$ cat src/rtl/pipe_ctrl.sv
// pipe_ctrl: central sequencer for the 5-stage core (IF/ID/EX/MEM/WB).
// Owns the fetch PC, the per-stage valid bits and the allowin chain, and
// runs the trap FSM that drains the pipe on ecall before jumping to mtvec.
// Optional performance counters are built only when PIPE_CTRL_PERF_EN is
// defined; otherwise cycle_cnt/stall_cnt are tied to zero.
//
// Trap FSM states:
//   state    | meaning
//   ---------+--------------------------------------------------------------
//   ST_IDLE  | normal flow; fetch enabled unless ID holds an ecall
//   ST_DRAIN | ecall held in ID, fetch stopped, waiting for EX/MEM/WB empty
//   ST_TRAP  | one cycle: strobe mepc/mcause write, redirect to mtvec
module pipe_ctrl #(
  parameter int                XLEN     = 32,
  parameter logic [XLEN-1:0]   RESET_PC = 32'h0000_0000
) (
  input  logic            clk,
  input  logic            rst,
  input  logic            if_inst_valid,
  output logic [XLEN-1:0] pc_out,
  output logic [XLEN-1:0] ds_pc,
  output logic            ds_valid,
  output logic            es_valid,
  output logic            ms_valid,
  output logic            ws_valid,
  output logic            ds_allowin,
  input  logic            load_use_stall,
  input  logic            ecall_flag,
  input  logic            ex_busy,
  input  logic            br_taken,
  input  logic [XLEN-1:0] br_target,
  input  logic [XLEN-1:0] mtvec_in,
  output logic            csr_trap_we,
  output logic [XLEN-1:0] mepc_out,
  output logic            trap_busy,
  output logic [31:0]     cycle_cnt,
  output logic [31:0]     stall_cnt
);

  typedef enum logic [1:0] {
    ST_IDLE  = 2'd0,
    ST_DRAIN = 2'd1,
    ST_TRAP  = 2'd2
  } state_t;

  localparam logic [XLEN-1:0] PC_STEP = XLEN'(4);

  state_t state;

  logic ds_ready_go;
  logic es_ready_go;
  logic ws_allowin;
  logic ms_allowin;
  logic es_allowin;
  logic fetch_en;
  logic br_fire;
  logic trap_fire;
  logic kill_young;

  // Handshake terms: ready_go per stage, allowin chain from WB back to ID.
  always_comb begin
    ds_ready_go = !load_use_stall && !(ecall_flag && ds_valid);
    es_ready_go = !ex_busy;
    ws_allowin  = 1'b1;
    ms_allowin  = !ms_valid || ws_allowin;
    es_allowin  = !es_valid || (es_ready_go && ms_allowin);
    ds_allowin  = !ds_valid || (ds_ready_go && es_allowin);
    fetch_en    = (state == ST_IDLE) && !(ecall_flag && ds_valid);
    // A busy EX has not finished resolving, so its branch waits.
    br_fire     = es_valid && es_ready_go && br_taken;
    trap_fire   = (state == ST_TRAP);
    // Everything younger than the redirecting instruction is wrong-path.
    kill_young  = br_fire || trap_fire;
  end

  // Stage valid bits, ID PC and fetch PC with redirect priority trap > branch > step.
  always_ff @(posedge clk) begin
    if (rst) begin
      pc_out   <= RESET_PC;
      ds_pc    <= '0;
      ds_valid <= 1'b0;
      es_valid <= 1'b0;
      ms_valid <= 1'b0;
      ws_valid <= 1'b0;
    end else begin
      ws_valid <= ms_valid;
      if (ms_allowin) ms_valid <= es_valid && es_ready_go;
      if (es_allowin) es_valid <= ds_valid && ds_ready_go && !kill_young;
      if (kill_young) begin
        ds_valid <= 1'b0;
      end else if (ds_allowin) begin
        ds_valid <= if_inst_valid && fetch_en;
      end
      if (ds_allowin) ds_pc <= pc_out;
      if (trap_fire) begin
        pc_out <= mtvec_in;
      end else if (br_fire) begin
        pc_out <= br_target;
      end else if (if_inst_valid && ds_allowin && fetch_en) begin
        pc_out <= pc_out + PC_STEP;
      end
    end
  end

  // Trap FSM: hold the ecall in ID until older work retires, then one TRAP cycle.
  always_ff @(posedge clk) begin
    if (rst) begin
      state       <= ST_IDLE;
      csr_trap_we <= 1'b0;
      mepc_out    <= '0;
    end else begin
      csr_trap_we <= 1'b0;
      case (state)
        ST_IDLE: begin
          // A same-cycle older branch flushes the ecall before it can trap.
          if (ds_valid && ecall_flag && !br_fire) state <= ST_DRAIN;
        end
        ST_DRAIN: begin
          if (br_fire) begin
            state <= ST_IDLE;
          end else if (!es_valid && !ms_valid && !ws_valid) begin
            state       <= ST_TRAP;
            csr_trap_we <= 1'b1;
            mepc_out    <= ds_pc;
          end
        end
        ST_TRAP: state <= ST_IDLE;
        default: state <= ST_IDLE;
      endcase
    end
  end

  assign trap_busy = (state != ST_IDLE);

`ifdef PIPE_CTRL_PERF_EN
  logic [31:0] cycle_q;
  logic [31:0] stall_q;

  // Free-running cycle counter and ID stall counter, both wrapping.
  always_ff @(posedge clk) begin
    if (rst) begin
      cycle_q <= '0;
      stall_q <= '0;
    end else begin
      cycle_q <= cycle_q + 32'd1;
      if (ds_valid && !ds_ready_go) stall_q <= stall_q + 32'd1;
    end
  end

  assign cycle_cnt = cycle_q;
  assign stall_cnt = stall_q;
`else
  assign cycle_cnt = '0;
  assign stall_cnt = '0;
`endif

endmodule

$ cat config.mk
export PLATFORM = sky130hd
export DESIGN_NAME = pipe_ctrl
export DESIGN_NICKNAME = d
export VERILOG_FILES = /design/src/rtl/pipe_ctrl.sv
export SDC_FILE = /design/constraint.sdc
export NUM_CORES = 1
export LEC_CHECK = 0
export BUFFER_PORTS_ARGS = -buffer_cell sky130_fd_sc_hd__buf_4
export CORE_MARGIN = 4
export CORE_UTILIZATION = 45
export CTS_CLUSTER_DIAMETER = 150
export DETAILED_ROUTE_END_ITERATION = 8
export PLACE_DENSITY = 0.77
export SETUP_SLACK_MARGIN = 0.2
export SLEW_MARGIN = 20
export SYNTH_ARGS = -nofsm -noshare
export SYNTH_HDL_FRONTEND = slang
export SYNTH_SLANG_ARGS = --single-unit
$ cat constraint.sdc
create_clock -name clk -period 2.45 [get_ports clk]
set_clock_uncertainty 0.05 [all_clocks]
set_input_delay 0.49 -clock clk [delete_from_list [all_inputs] [get_ports clk]]
set_output_delay 0.49 -clock clk [all_outputs]
set_load 0.05 [all_outputs]
==> results.toml <==
[finish]
multi_input_area_mm2 = 0.00274
drive_above_1_share_pct = 28.6
nFillCells = 1074
num-nets-final = 940
regArea_mm2 = 0.00209
mostFrequentLayoutCells = "buf_4 (198), nand2_1 (157), a21oi_1 (104)"
area_growth_pct = 31.3
post-route-util_pct = 60.3
layout_commonest_cell = "buf_4"
n_antenna_cell = 0

[timing]
fmax_mhz = 456
finalHoldViolations = 0
period_minus_slack_ps = 2190
rsz0062_at_grt = "false"
layout_setup_ws_ps = 257
worst_pin_slew_ps = 628
fin_crit_sh_pct = 89.5
relSlewSlack_pct = 58.1
drv_slew = 0
fin_setup_tns_ps = 0
setup_violations = 0
holdWs_ps = 296

[synthesis]
synth_top_area_cell = "dfxtp_1"
netlist_area_mm2 = 0.00524
synth_top_area_share_pct = 39.4
synth-seq-cells = 103
synth_cells = 704
synth_area_per_cell_um2 = 7.44
ys_warn_count = 0
synthTopCellsByArea = "dfxtp_1 (39%), nand2_1 (11%), a21oi_1 (9.9%)"
yosysUniqueCellTypes = 56
seq_area_frac_synth_pct = 39.4
synth-edff-count = 0
synthFlopType = "dfxtp_1"
async_flop_share_pct = 0

[die]
core_mm2 = 0.0114
dieArea_mm2 = 0.0134
dieWidth_um = 116
die_y_um = 116
start_util_pct = 45.9
num_io_pins = 238
rows = 39

[place]
place_ws_ps = 91.4
hpwl_mm = 11.9
io_buffers = 173
gp_routability_congestion = 0.864

[grt]
grt.overflow.total = 0
antenna_found_initial = 0
grt_pass1_wl_mm = 24.9
grt_max_degree = 52
grt_pass1_vias = 4795
grt_use_total_pct = 23.3

[power]
cellPowerDensity_mw_per_mm2 = 648
vdd_drop_max_uv = 394
totalPowerFinal_uw = 4460
p_leak_uw = 0.00286

[route]
first_pass_iters = 5
routedWlPerCell_um = 16.1
antenna_left = 0
finalWirelength_mm = 16.4
viasPerCell = 5.31
drc_errors = 0
vias = 5400
drt_iter0_drc = 459

[status]
outcome = "complete, no violations"

[clocking]
root_buffer = "clkbuf_16"
htreeDepth = 3
clk_latency_ps = 350
cts_hold_buf = 0
cts_tree = "yes"
cts_buffers = 9
cts.path.max_buffers = 2
path_clk_slew_ps = 70
clock-sinks = 103

[min_path]
hp-class = "input port to register"

[job]
drv_cap = 0

[setup_path]
cp.required_ps = 2690
arrival_ps = 2430
worstSetupStartpointType = "register"
critPathMaxFanout = 8
crit_path_end_kind = "register"
worst-setup-path-type = "register to register"
[kinds of logic after synthesis]
logic type,after synthesis,share of synthesized area [%]
xor gates and xnor gates,10,1.67
AOI/OAI and AO/OA,195,21.3
other,1,0.0716
DFF,103,39.4
and+or+nand+nor,268,23.4
adders and majority gates,1,0.239
muxes,2,0.382
buffers and inverters,124,13.6
[worst paths after layout]
kind                             start                        end  slack, ps  cells after the start
max            pc_out[21]$_SDFFE_PP0P_    pc_out[25]$_SDFFE_PP0P_        260                      5
min                            ex_busy        ms_valid$_SDFF_PP0_        300                      2
max reg2reg    pc_out[21]$_SDFFE_PP0P_    pc_out[25]$_SDFFE_PP0P_        260                      5
min reg2reg  mepc_out[21]$_SDFFE_PP0P_  mepc_out[21]$_SDFFE_PP0P_        410                      2
[timing repair]
item / in CTS / in global routing
endpoints found under the setup margin: 0 / 10
resized for setup: 0 / 8
setup buffers: 0 / 1
[area by class of cell]
cell class | count | area share [%]
Timing Repair Buffer | 201 | 22.5
Tap cell | 143 | 2.60
Clock buffer | 9 | 3.27
Clock inverter | 7 | 0.818
Inverter | 12 | 0.655
Sequential cell | 103 | 30.3
Multi-Input combinational cell | 541 | 39.8
[flip-flops by register name, summed over array words and instances (netlist names)]
name,flops
state,2
es_valid,1
ds_valid,1
ds_pc,32
mepc_out,32
ws_valid,1
pc_out,32
csr_trap_we,1
ms_valid,1
[critical path, cell delays in order, from the launching register on]
cell	delay, ps
dfxtp_1	520
nand4_1	330
or2_2	420
or4_1	480
a31o_1	230
a21oi_2	100
[synthesized netlist by cell type (3+ instances only)]
cell      instances
a211oi_1          9
a21o_1            5
a21oi_1         104
a221oi_1          3
a311oi_1          7
a31oi_1           5
and3_1            4
buf_2             3
buf_4            65
clkbuf_1         42
dfxtp_1         103
inv_1            11
nand2_1         157
nand3_1          22
nand4_1           7
nor2_1           25
nor3_1           14
nor3b_1           3
nor4_1            4
o21ai_0          43
or3_1             7
or4_1             6
xnor2_1           5
xor2_1            5
[power breakdown]
part / switching [uW] / internal, uW
Combinational: 837 / 341
Sequential: 121 / 1770
Clock: 685 / 702
Total: 1640 / 2810
[layer usage]
metal	track usage (%)	up-vias	share of wire [%]
met5	0	-	0
met1	31.9	2451	43
met2	36.9	282	46
met4	6.88	0	1.8
li1	-	2642	-
met3	5.22	25	9.8
[stage by stage]
step | cells | instance area [um^2]
after detailed placement | 998 | 6550
after global placement | 998 | 6550
after floorplan | 767 | 5500
after CTS | 1014 | 6830
after global routing | 1016 | 6880
final | 1016 | 6880
Power figures use the tool's default switching activity.
